===== src/rtl/key_event_arbiter_if.sv =====
// Merged key-event channel: two source strobes/codes in, one paced strobe/code out,
// plus overflow and status flags.
interface key_event_arbiter_if #(
  parameter int unsigned CODE_W = 4
);
  logic              Key_Flag_a;
  logic [CODE_W-1:0] Key_Value_a;
  logic              Key_Flag_b;
  logic [CODE_W-1:0] Key_Value_b;
  logic              Ovf_clr;
  logic              Key_Flag;
  logic [CODE_W-1:0] Key_Value;
  logic              Grant_src;
  logic              Ovf_a;
  logic              Ovf_b;
  logic              Busy;

  modport master (
    output Key_Flag_a, Key_Value_a, Key_Flag_b, Key_Value_b, Ovf_clr,
    input  Key_Flag, Key_Value, Grant_src, Ovf_a, Ovf_b, Busy
  );

  modport slave (
    input  Key_Flag_a, Key_Value_a, Key_Flag_b, Key_Value_b, Ovf_clr,
    output Key_Flag, Key_Value, Grant_src, Ovf_a, Ovf_b, Busy
  );
endinterface


===== src/rtl/key_event_arbiter.sv =====
// Merges keypad (A) and replay (B) key events into one paced channel; each source has
// its own FIFO and the current burst owner keeps the channel until its FIFO drains.
module key_event_arbiter #(
  parameter int unsigned CODE_W     = 4,
  parameter int unsigned FIFO_DEPTH = 4,
  parameter int unsigned GAP_CYCLES = 250000
) (
  input  logic                 Clk,
  input  logic                 Rst_n,
  key_event_arbiter_if.slave   kev
);

  localparam int unsigned PTR_W = (FIFO_DEPTH > 2) ? $clog2(FIFO_DEPTH) : 1;
  localparam int unsigned CNT_W = (GAP_CYCLES > 2) ? $clog2(GAP_CYCLES) : 1;
  localparam logic [PTR_W:0]   FullCnt = (PTR_W + 1)'(FIFO_DEPTH);
  localparam logic [PTR_W:0]   CntOne  = (PTR_W + 1)'(1);
  localparam logic [PTR_W-1:0] PtrOne  = PTR_W'(1);
  localparam logic [CNT_W-1:0] GapOne  = CNT_W'(1);
  // Pop (IDLE) and flag (ISSUE) edges account for two of the gap cycles, the
  // terminal-zero cycle for the third.
  localparam logic [CNT_W-1:0] GapLoad = CNT_W'((GAP_CYCLES > 3) ? GAP_CYCLES - 3 : 0);

  typedef enum logic [1:0] {StIdle, StIssue, StGap} state_e;

  state_e              r_state, w_state_d;
  logic [CNT_W-1:0]    r_cnt, w_cnt_d;
  logic                r_owner, w_owner_d;
  logic [CODE_W-1:0]   r_hold, w_hold_d;
  logic                r_flag, w_flag_d;
  logic [CODE_W-1:0]   r_value, w_value_d;
  logic                r_ovf_a, r_ovf_b;

  logic [CODE_W-1:0]   r_mem_a [FIFO_DEPTH];
  logic [CODE_W-1:0]   r_mem_b [FIFO_DEPTH];
  logic [PTR_W-1:0]    r_wp_a, r_rp_a, r_wp_b, r_rp_b;
  logic [PTR_W:0]      r_n_a, r_n_b;

  logic                w_empty_a, w_empty_b, w_full_a, w_full_b;
  logic                w_pop_a, w_pop_b, w_push_a, w_push_b, w_drop_a, w_drop_b;
  logic [CODE_W-1:0]   w_head_a, w_head_b;

  always_comb begin
    w_empty_a = (r_n_a == '0);
    w_empty_b = (r_n_b == '0);
    w_full_a  = (r_n_a == FullCnt);
    w_full_b  = (r_n_b == FullCnt);
    w_head_a  = r_mem_a[r_rp_a];
    w_head_b  = r_mem_b[r_rp_b];
  end

  // A full FIFO still accepts a push when the same edge pops it.
  always_comb begin
    w_push_a = kev.Key_Flag_a & (~w_full_a | w_pop_a);
    w_push_b = kev.Key_Flag_b & (~w_full_b | w_pop_b);
    w_drop_a = kev.Key_Flag_a & w_full_a & ~w_pop_a;
    w_drop_b = kev.Key_Flag_b & w_full_b & ~w_pop_b;
  end

  always_ff @(posedge Clk) begin
    if (w_push_a) r_mem_a[r_wp_a] <= kev.Key_Value_a;
    if (w_push_b) r_mem_b[r_wp_b] <= kev.Key_Value_b;
  end

  always_ff @(posedge Clk or negedge Rst_n) begin
    if (!Rst_n) begin
      r_wp_a <= '0;
      r_rp_a <= '0;
      r_n_a  <= '0;
      r_wp_b <= '0;
      r_rp_b <= '0;
      r_n_b  <= '0;
    end else begin
      if (w_push_a) r_wp_a <= r_wp_a + PtrOne;
      if (w_pop_a)  r_rp_a <= r_rp_a + PtrOne;
      if (w_push_b) r_wp_b <= r_wp_b + PtrOne;
      if (w_pop_b)  r_rp_b <= r_rp_b + PtrOne;
      unique case ({w_push_a, w_pop_a})
        2'b10:   r_n_a <= r_n_a + CntOne;
        2'b01:   r_n_a <= r_n_a - CntOne;
        default: r_n_a <= r_n_a;
      endcase
      unique case ({w_push_b, w_pop_b})
        2'b10:   r_n_b <= r_n_b + CntOne;
        2'b01:   r_n_b <= r_n_b - CntOne;
        default: r_n_b <= r_n_b;
      endcase
    end
  end

  // Overflow wins over a simultaneous clear.
  always_ff @(posedge Clk or negedge Rst_n) begin
    if (!Rst_n) begin
      r_ovf_a <= 1'b0;
      r_ovf_b <= 1'b0;
    end else begin
      r_ovf_a <= (r_ovf_a & ~kev.Ovf_clr) | w_drop_a;
      r_ovf_b <= (r_ovf_b & ~kev.Ovf_clr) | w_drop_b;
    end
  end

  always_comb begin
    w_state_d = r_state;
    w_cnt_d   = r_cnt;
    w_owner_d = r_owner;
    w_hold_d  = r_hold;
    w_flag_d  = 1'b0;
    w_value_d = r_value;
    w_pop_a   = 1'b0;
    w_pop_b   = 1'b0;
    unique case (r_state)
      StIdle: begin
        if (r_owner ? !w_empty_b : !w_empty_a) begin
          w_pop_a   = ~r_owner;
          w_pop_b   = r_owner;
          w_hold_d  = r_owner ? w_head_b : w_head_a;
          w_state_d = StIssue;
        end else if (!w_empty_a) begin
          w_pop_a   = 1'b1;
          w_hold_d  = w_head_a;
          w_owner_d = 1'b0;
          w_state_d = StIssue;
        end else if (!w_empty_b) begin
          w_pop_b   = 1'b1;
          w_hold_d  = w_head_b;
          w_owner_d = 1'b1;
          w_state_d = StIssue;
        end
      end
      StIssue: begin
        w_flag_d  = 1'b1;
        w_value_d = r_hold;
        w_cnt_d   = GapLoad;
        w_state_d = StGap;
      end
      StGap: begin
        if (r_cnt == '0) w_state_d = StIdle;
        else             w_cnt_d   = r_cnt - GapOne;
      end
      default: w_state_d = StIdle;
    endcase
  end

  always_ff @(posedge Clk or negedge Rst_n) begin
    if (!Rst_n) begin
      r_state <= StIdle;
      r_cnt   <= '0;
      r_owner <= 1'b0;
      r_hold  <= '0;
      r_flag  <= 1'b0;
      r_value <= '0;
    end else begin
      r_state <= w_state_d;
      r_cnt   <= w_cnt_d;
      r_owner <= w_owner_d;
      r_hold  <= w_hold_d;
      r_flag  <= w_flag_d;
      r_value <= w_value_d;
    end
  end

  assign kev.Key_Flag  = r_flag;
  assign kev.Key_Value = r_value;
  assign kev.Grant_src = r_owner;
  assign kev.Ovf_a     = r_ovf_a;
  assign kev.Ovf_b     = r_ovf_b;
  assign kev.Busy      = !w_empty_a || !w_empty_b || (r_state != StIdle);

endmodule


===== src/flat_wrapper.sv =====
// flat-port wrapper written by rule: the top's interface ports become plain ports
module key_event_arbiter_flat 
#(
  parameter int unsigned CODE_W     = 4,
  parameter int unsigned FIFO_DEPTH = 4,
  parameter int unsigned GAP_CYCLES = 250000
)
  (Clk, Rst_n, kev_Key_Flag_a, kev_Key_Value_a, kev_Key_Flag_b, kev_Key_Value_b, kev_Ovf_clr, kev_Key_Flag, kev_Key_Value, kev_Grant_src, kev_Ovf_a, kev_Ovf_b, kev_Busy);
  key_event_arbiter_if #(.CODE_W(CODE_W)) kev_i ();
  input  logic Clk;
  input  logic Rst_n;
  input wire logic [$bits(kev_i.Key_Flag_a)-1:0] kev_Key_Flag_a;
  input wire logic [$bits(kev_i.Key_Value_a)-1:0] kev_Key_Value_a;
  input wire logic [$bits(kev_i.Key_Flag_b)-1:0] kev_Key_Flag_b;
  input wire logic [$bits(kev_i.Key_Value_b)-1:0] kev_Key_Value_b;
  input wire logic [$bits(kev_i.Ovf_clr)-1:0] kev_Ovf_clr;
  output wire logic [$bits(kev_i.Key_Flag)-1:0] kev_Key_Flag;
  output wire logic [$bits(kev_i.Key_Value)-1:0] kev_Key_Value;
  output wire logic [$bits(kev_i.Grant_src)-1:0] kev_Grant_src;
  output wire logic [$bits(kev_i.Ovf_a)-1:0] kev_Ovf_a;
  output wire logic [$bits(kev_i.Ovf_b)-1:0] kev_Ovf_b;
  output wire logic [$bits(kev_i.Busy)-1:0] kev_Busy;
  assign kev_i.Key_Flag_a = kev_Key_Flag_a;
  assign kev_i.Key_Value_a = kev_Key_Value_a;
  assign kev_i.Key_Flag_b = kev_Key_Flag_b;
  assign kev_i.Key_Value_b = kev_Key_Value_b;
  assign kev_i.Ovf_clr = kev_Ovf_clr;
  assign kev_Key_Flag = kev_i.Key_Flag;
  assign kev_Key_Value = kev_i.Key_Value;
  assign kev_Grant_src = kev_i.Grant_src;
  assign kev_Ovf_a = kev_i.Ovf_a;
  assign kev_Ovf_b = kev_i.Ovf_b;
  assign kev_Busy = kev_i.Busy;
  key_event_arbiter #(.CODE_W(CODE_W), .FIFO_DEPTH(FIFO_DEPTH), .GAP_CYCLES(GAP_CYCLES)) u_core (.Clk(Clk), .Rst_n(Rst_n), .kev(kev_i));
endmodule

===== config.mk =====
export PLATFORM = sky130hd
export DESIGN_NAME = key_event_arbiter_flat
export DESIGN_NICKNAME = d
export VERILOG_FILES = /design/src/rtl/key_event_arbiter_if.sv /design/src/rtl/key_event_arbiter.sv /design/src/flat_wrapper.sv
export SDC_FILE = /design/constraint.sdc
export NUM_CORES = 1
export LEC_CHECK = 0
export CELL_PAD_IN_SITES_DETAIL_PLACEMENT = 1
export CELL_PAD_IN_SITES_GLOBAL_PLACEMENT = 1
export CORE_MARGIN = 2
export CORE_UTILIZATION = 45
export CTS_CLUSTER_SIZE = 30
export DETAILED_ROUTE_END_ITERATION = 6
export PLACE_DENSITY = 0.84
export SYNTH_ARGS = -nofsm -noshare
export SYNTH_HDL_FRONTEND = slang
export SYNTH_SLANG_ARGS = --single-unit
export TNS_END_PERCENT = 50

===== constraint.sdc =====
create_clock -name Clk -period 3 [get_ports Clk]
set_clock_uncertainty 0.05 [all_clocks]
set_input_delay 0.45 -clock Clk [delete_from_list [all_inputs] [get_ports Clk]]
set_output_delay 0.45 -clock Clk [all_outputs]
set_load 0.02 [all_outputs]

==> results of run 1 <==
[registers in the layout, summed over array words and instances (netlist names)]
signal	cells
u_core.kev.Grant_src	1
u_core.kev.Key_Flag	1
u_core.kev.Key_Value	4
u_core.kev.Ovf_a	1
u_core.kev.Ovf_b	1
u_core.r_cnt	18
u_core.r_hold	4
u_core.r_mem_a	16
u_core.r_mem_b	16
u_core.r_n_a	3
u_core.r_n_b	3
u_core.r_rp_a	2
u_core.r_rp_b	2
u_core.r_state	2
u_core.r_wp_a	2
u_core.r_wp_b	2
[report_power, final]
part / total [mW] / leakage (nW) / switching, mW / internal [mW]
sequential: 1.40 / 0.833 / 0.118 / 1.28
clock: 0.911 / 0.111 / 0.431 / 0.481
combinational: 0.628 / 0.774 / 0.355 / 0.272
total: 2.94 / 1.72 / 0.904 / 2.04
[per-layer routing]
layer	up-vias	routed length, µm	GRT usage [%]
li1	1225	-	-
met1	1295	3610	25.5
met2	28	4470	36.4
met3	14	152	3.05
met4	0	144	7.62
met5	-	0	0
[repair_timing]
item | 4_1_cts | 5_1_grt
hold endpoints to repair | 8 | 0
hold buffers | 1 | 0
buffers inserted | 0 | 0
gates resized for setup | 0 | 0
[per-stage QoR]
step	power (mW)	instance area (µm²)
4_1_cts	2.97	4380
3_5_place_dp	2.04	4150
2_1_floorplan	1.83	3790
5_1_grt	3.11	4380
6_report	2.94	4380
3_3_place_gp	2.00	4150
[cells in the final DEF, fill, tap and decap left out, drive strengths merged, types with 11 or more instances in the layout]
cell,n
clkdlybuf4s50,20
o21ai,14
nor3,11
inv,21
nor2,16
dfrtp,46
edfxtp,32
mux2i,14
and2,11
nand2,32
[worst max-delay path: stages (launching register included)]
cell and delay, ns:
dfrtp_1 0.50, or3_1 0.48, nor3_1 0.24, nand2_1 0.11
clkdlybuf4s50_1 0.54
[cell type report]
type / instances / area, µm² / area share [%]
clock buffers: 9 / 124 / 2.83
clock inverters: 7 / 103 / 2.34
inverters: 18 / 67.6 / 1.54
multi-input cells: 208 / 1570 / 35.8
flip-flops and latches: 78 / 2110 / 48.2
well taps: 105 / 131 / 3.00
repair buffers: 30 / 275 / 6.28
[worst max-delay path by stage]
stage | start | to | depth (start not counted)
after floorplan | u_core.r_n_b[2]$_DFFE_PN0P_ | u_core.r_n_a[2]$_DFFE_PN0P_ | 8
after global placement | kev_Key_Flag_b | u_core.r_n_b[1]$_DFFE_PN0P_ | 6
after detailed placement | kev_Key_Flag_b | u_core.r_n_b[1]$_DFFE_PN0P_ | 7
after CTS | u_core.r_n_b[2]$_DFFE_PN0P_ | kev_Busy | 4
after global routing | u_core.r_n_b[2]$_DFFE_PN0P_ | kev_Busy | 4
final | u_core.r_n_b[2]$_DFFE_PN0P_ | kev_Busy | 4
[cell families after synthesis]
family / count (synthesis) / share of synthesized area [%]
buffers and inverters: 29 / 2.90
AOI/OAI and AO/OA: 55 / 11.1
and+or+nand+nor: 107 / 14.6
adders and majority gates: 11 / 4.03
muxes: 25 / 9.34
xor gates and xnor gates: 10 / 2.31
DFF: 78 / 55.7
==> impl_metrics.py, run 1 <==
metrics = {
    "timing": {
        "max_freq_mhz": 367,
        "timing.final.crit_share_pct": 90.8,
        "finalSetupTns_ns": 0,
        "tightest_slew_ns": 0.722,
        "maxSlewViolCount": 0,
        "hold_viol_final": 0,
        "fin_ws_ns": 0.276,
        "rsz0062_at_grt": "false",
        "relSlewSlack_pct": 51.5,
        "hold_ws_ns": 0.435,
        "min_period_ns": 2.72,
        "setup_viol": 0,
    },
    "clocking": {
        "clockBufferDepth": 2,
        "clock_latency_ns": 0.35,
        "cts_buffers": 9,
        "cts_root_buf": "clkbuf_8",
        "cts_tree": "done",
        "path_clk_slew_ns": 0.09,
        "h-tree-depth": 3,
        "cts_num_sinks": 78,
    },
    "pwr": {
        "peakVddDrop_mv": 0.492,
        "p_leak_nw": 1.72,
        "powerDensity_nw_per_um2": 671,
    },
    "floorplan": {
        "pin_count": 22,
        "dieWidth_um": 95.8,
        "die-area_um2": 9180,
        "die_y_um": 95.8,
        "start_util_pct": 46.4,
        "core.rowCount": 33,
        "core-area_um2": 8180,
    },
    "synth": {
        "yosysMostFrequentCell": "dfrtp_1",
        "synth_commonest_cells": "dfrtp_1, edfxtp_1, nand2_1",
        "syn-num-nets": 339,
        "yosysSeqAreaShare_pct": 55.7,
        "synthTopCellsByArea": "dfrtp_1, edfxtp_1, mux4_2",
        "synth_top_area_share_pct": 30.4,
        "synth_area_per_cell_um2": 12.0,
        "ys_ff_latch": 78,
        "synth.distinct_cells": 56,
        "synth_warnings": 0,
        "yosys.area.top_type": "dfrtp_1",
        "synth.cell_area_um2": 3790,
        "synth_cells": 315,
        "synth_ff_type": "dfrtp_1",
        "synth-async-reset-ratio_pct": 59.0,
        "synth_edf_count": 32,
    },
    "routing": {
        "wl_per_cell_um": 18.4,
        "wl_um": 8370,
        "via_per_inst": 5.63,
        "drt_iter0_drc": 199,
        "vias": 2562,
        "route.detailed.drc": 0,
        "drt_first_pass_iters": 4,
        "antenna_left": 0,
    },
    "global_routing": {
        "globalRouteOverflowTotal": 0,
        "grt_pass1_wl_um": 14200,
        "grt_pass1_vias": 2796,
        "antenna_found_initial": 0,
        "grt_max_degree": 39,
        "grt_usage_pct": 20.5,
    },
    "final_layout": {
        "drive_above_1_share_pct": 12.9,
        "antenna_cells": 0,
        "nets": 369,
        "fillers": 873,
        "fin_util_pct": 53.6,
        "layout.cells.non_filler": 455,
        "area_growth_pct": 15.6,
    },
    "worst_setup_path": {
        "criticalPathCategory": "reg2out",
        "cp_data_required_time_ns": 2.50,
        "r2r_cells": 4,
        "rr_endpoint": "u_core.r_mem_a[2][2]$_DFFE_PP_",
        "r2r-start": "u_core.r_n_b[2]$_DFFE_PN0P_",
        "path_max_fanout": 9,
        "worstSetupStartpointType": "flop",
        "r2r_setup_slack_ns": 0.52,
        "cp-end-kind": "output port",
        "worstPathArrival_ns": 2.22,
    },
    "outcome": {
        "status": "finished clean",
    },
    "placed_design": {
        "gp_congestion": 0.869,
        "hpwl_um": 5800,
        "placed_cells": 438,
        "io_buffers": 21,
        "dp_slack_ns": 0.390,
    },
    "hold_path": {
        "hold_path_class": "in2async",
    },
    "flow_run": {
        "max_cap_viol_count": 0,
    },
}
Power figures use the tool's default switching activity.
==> inputs of run 2 (changes only) <==
Settings changed: GPL_ROUTABILITY_DRIVEN set to 1, SKIP_LAST_GASP set to 1.
Clock period 3 ns to 2.8 ns, I/O delays scaled along.
==> run 2 against run 1 <==
Effect of this change:
- flip-flop and latch count is the same
- register-to-register slack worse by 0.17 ns
- routed wire length decreased by 4.1%
- largest cell class unchanged
==> impl_metrics.py, run 2 (synthesis gave the netlist of run 1 again) <==
metrics = {
    "routing": {
        "route.detailed.drc": 0,
        "wl_per_cell_um": 17.6,
        "via_per_inst": 5.76,
        "vias": 2628,
        "drt_iter0_drc": 141,
        "antenna_left": 0,
        "drt_first_pass_iters": 4,
        "wl_um": 8020,
    },
    "flow_run": {
        "max_cap_viol_count": 0,
    },
    "final_layout": {
        "most-common-layout-cells": "dfrtp_1, nand2_1, edfxtp_1",
        "area_growth_pct": 14.7,
        "mostFrequentLayoutCell": "dfrtp_1",
        "largest_reg_flops": 18,
        "nets": 370,
        "fin_util_pct": 53.2,
        "drive_above_1_share_pct": 13.4,
        "antenna_cells": 0,
        "largest_registers": "u_core.r_cnt (18), u_core.r_mem_a (16), u_core.r_mem_b (16)",
        "fillers": 865,
        "layout.cells.non_filler": 456,
        "largest_register": "u_core.r_cnt",
    },
    "placed_design": {
        "io_buffers": 21,
        "hpwl_um": 5910,
        "placed_cells": 439,
        "gp_congestion": 0.829,
        "dp_slack_ns": 0.279,
    },
    "floorplan": {
        "core.rowCount": 33,
        "dieWidth_um": 95.8,
        "die-area_um2": 9180,
        "start_util_pct": 46.4,
        "die_y_um": 95.8,
        "core-area_um2": 8180,
        "pin_count": 22,
    },
    "global_routing": {
        "grt_max_degree": 33,
        "grt_pass1_vias": 2727,
        "globalRouteOverflowTotal": 0,
        "antenna_found_initial": 0,
        "grt_pass1_wl_um": 13500,
        "grt_usage_pct": 19.1,
    },
    "clocking": {
        "cts_num_sinks": 78,
        "h-tree-depth": 3,
        "clockBufferDepth": 2,
        "cts_root_buf": "clkbuf_8",
        "clock_latency_ns": 0.34,
        "cts_tree": "done",
        "cts_buffers": 9,
        "path_clk_slew_ns": 0.09,
    },
    "timing": {
        "setup_viol": 0,
        "timing.final.crit_share_pct": 95.2,
        "maxSlewViolCount": 0,
        "tightest_slew_ns": 0.751,
        "min_period_ns": 2.67,
        "hold_ws_ns": 0.433,
        "hold_viol_final": 0,
        "finalSetupTns_ns": 0,
        "relSlewSlack_pct": 49.5,
        "fin_ws_ns": 0.134,
        "rsz0062_at_grt": "false",
        "max_freq_mhz": 375,
    },
    "hold_path": {
        "hold_path_class": "reg2reg",
    },
    "worst_setup_path": {
        "worstSetupStartpointType": "flop",
        "path_max_fanout": 9,
        "criticalPathCategory": "reg2out",
        "r2r_setup_slack_ns": 0.35,
        "worstPathArrival_ns": 2.20,
        "cp-end-kind": "output port",
        "cp_data_required_time_ns": 2.33,
    },
    "pwr": {
        "clkPwrFrac_pct": 26.2,
        "peakVddDrop_mv": 0.357,
        "internal_power_mw": 2.01,
        "netSwitchingFraction_pct": 32.0,
        "powerDensity_nw_per_um2": 680,
        "p_sw_mw": 0.947,
        "pwr-share-seq_pct": 51.0,
        "combinationalPowerShare_pct": 22.9,
        "p_leak_nw": 1.70,
    },
    "outcome": {
        "status": "finished clean",
    },
}
[run 2: cell count changes in the layout (fill, tap and decap cells not counted), sizes merged]
cell and change:
bufinv -2, inv -1, clkinvlp +2, buf +1, clkinv +1
[run 2: path summary, 6_finish.rpt]
kind / startpoint / endpoint / depth (start not counted)
min in group asynchronous: Rst_n / u_core.r_n_b[2]$_DFFE_PN0P_ / 2
hold reg to reg: u_core.r_hold[3]$_DFFE_PN0P_ / u_core.kev.Key_Value[3]$_DFFE_PN0P_ / 2
hold / removal: u_core.r_hold[3]$_DFFE_PN0P_ / u_core.kev.Key_Value[3]$_DFFE_PN0P_ / 2
setup / recovery: u_core.r_n_b[2]$_DFFE_PN0P_ / kev_Busy / 4
max in group asynchronous: Rst_n / u_core.r_wp_a[0]$_DFFE_PN0P_ / 3
setup reg to reg: u_core.r_n_b[2]$_DFFE_PN0P_ / u_core.r_mem_a[1][0]$_DFFE_PP_ / 4
[run 2: what timing repair did]
action	CTS	global route
buffers inserted	0	0
hold buffers	1	0
resized for setup	0	1
endpoints found under the setup margin	0	1
hold endpoints to repair	14	0
[run 2: final cells by class]
cell class	count	area, µm²	area share [%]
Tap cell	105	131	3.02
Clock inverter	7	57.6	1.32
Clock buffer	9	124	2.85
Sequential cell	78	2110	48.5
Timing Repair Buffer	31	283	6.50
Inverter	18	67.6	1.55
Multi-Input combinational cell	208	1580	36.2
[run 2: power groups by stage]
stage | sequential (mW) | clock (mW) | combinational [mW]
after floorplan | 1.49 | 0 | 0.469
after global placement | 1.51 | 0 | 0.629
after detailed placement | 1.53 | 0 | 0.676
after CTS | 1.51 | 0.804 | 0.681
after global routing | 1.53 | 0.841 | 0.771
final | 1.51 | 0.774 | 0.677
[run 2: routing by layer]
metal | up-vias | part of all wire (%) | track usage [%] | wire, µm
li1 | 1230 | - | - | -
met5 | - | 0 | 0 | 0
met2 | 29 | 52 | 33.0 | 4150
met3 | 9 | 2.2 | 2.90 | 174
met4 | 0 | 0.77 | 5.60 | 62
met1 | 1360 | 45 | 25.0 | 3640
[run 2: through the flow]
stage	cell area, µm²	total power [mW]
finish	4350	2.96
global route	4350	3.14
CTS	4350	2.99
detailed placement	4150	2.20
global placement	4150	2.14
floorplan	3790	1.96
[run 2: critical path: stages, from the launching register on]
cell	delay, ns
dfrtp_1	0.51
or3_4	0.45
nor3_1	0.24
nand2_1	0.11
clkdlybuf4s50_1	0.55
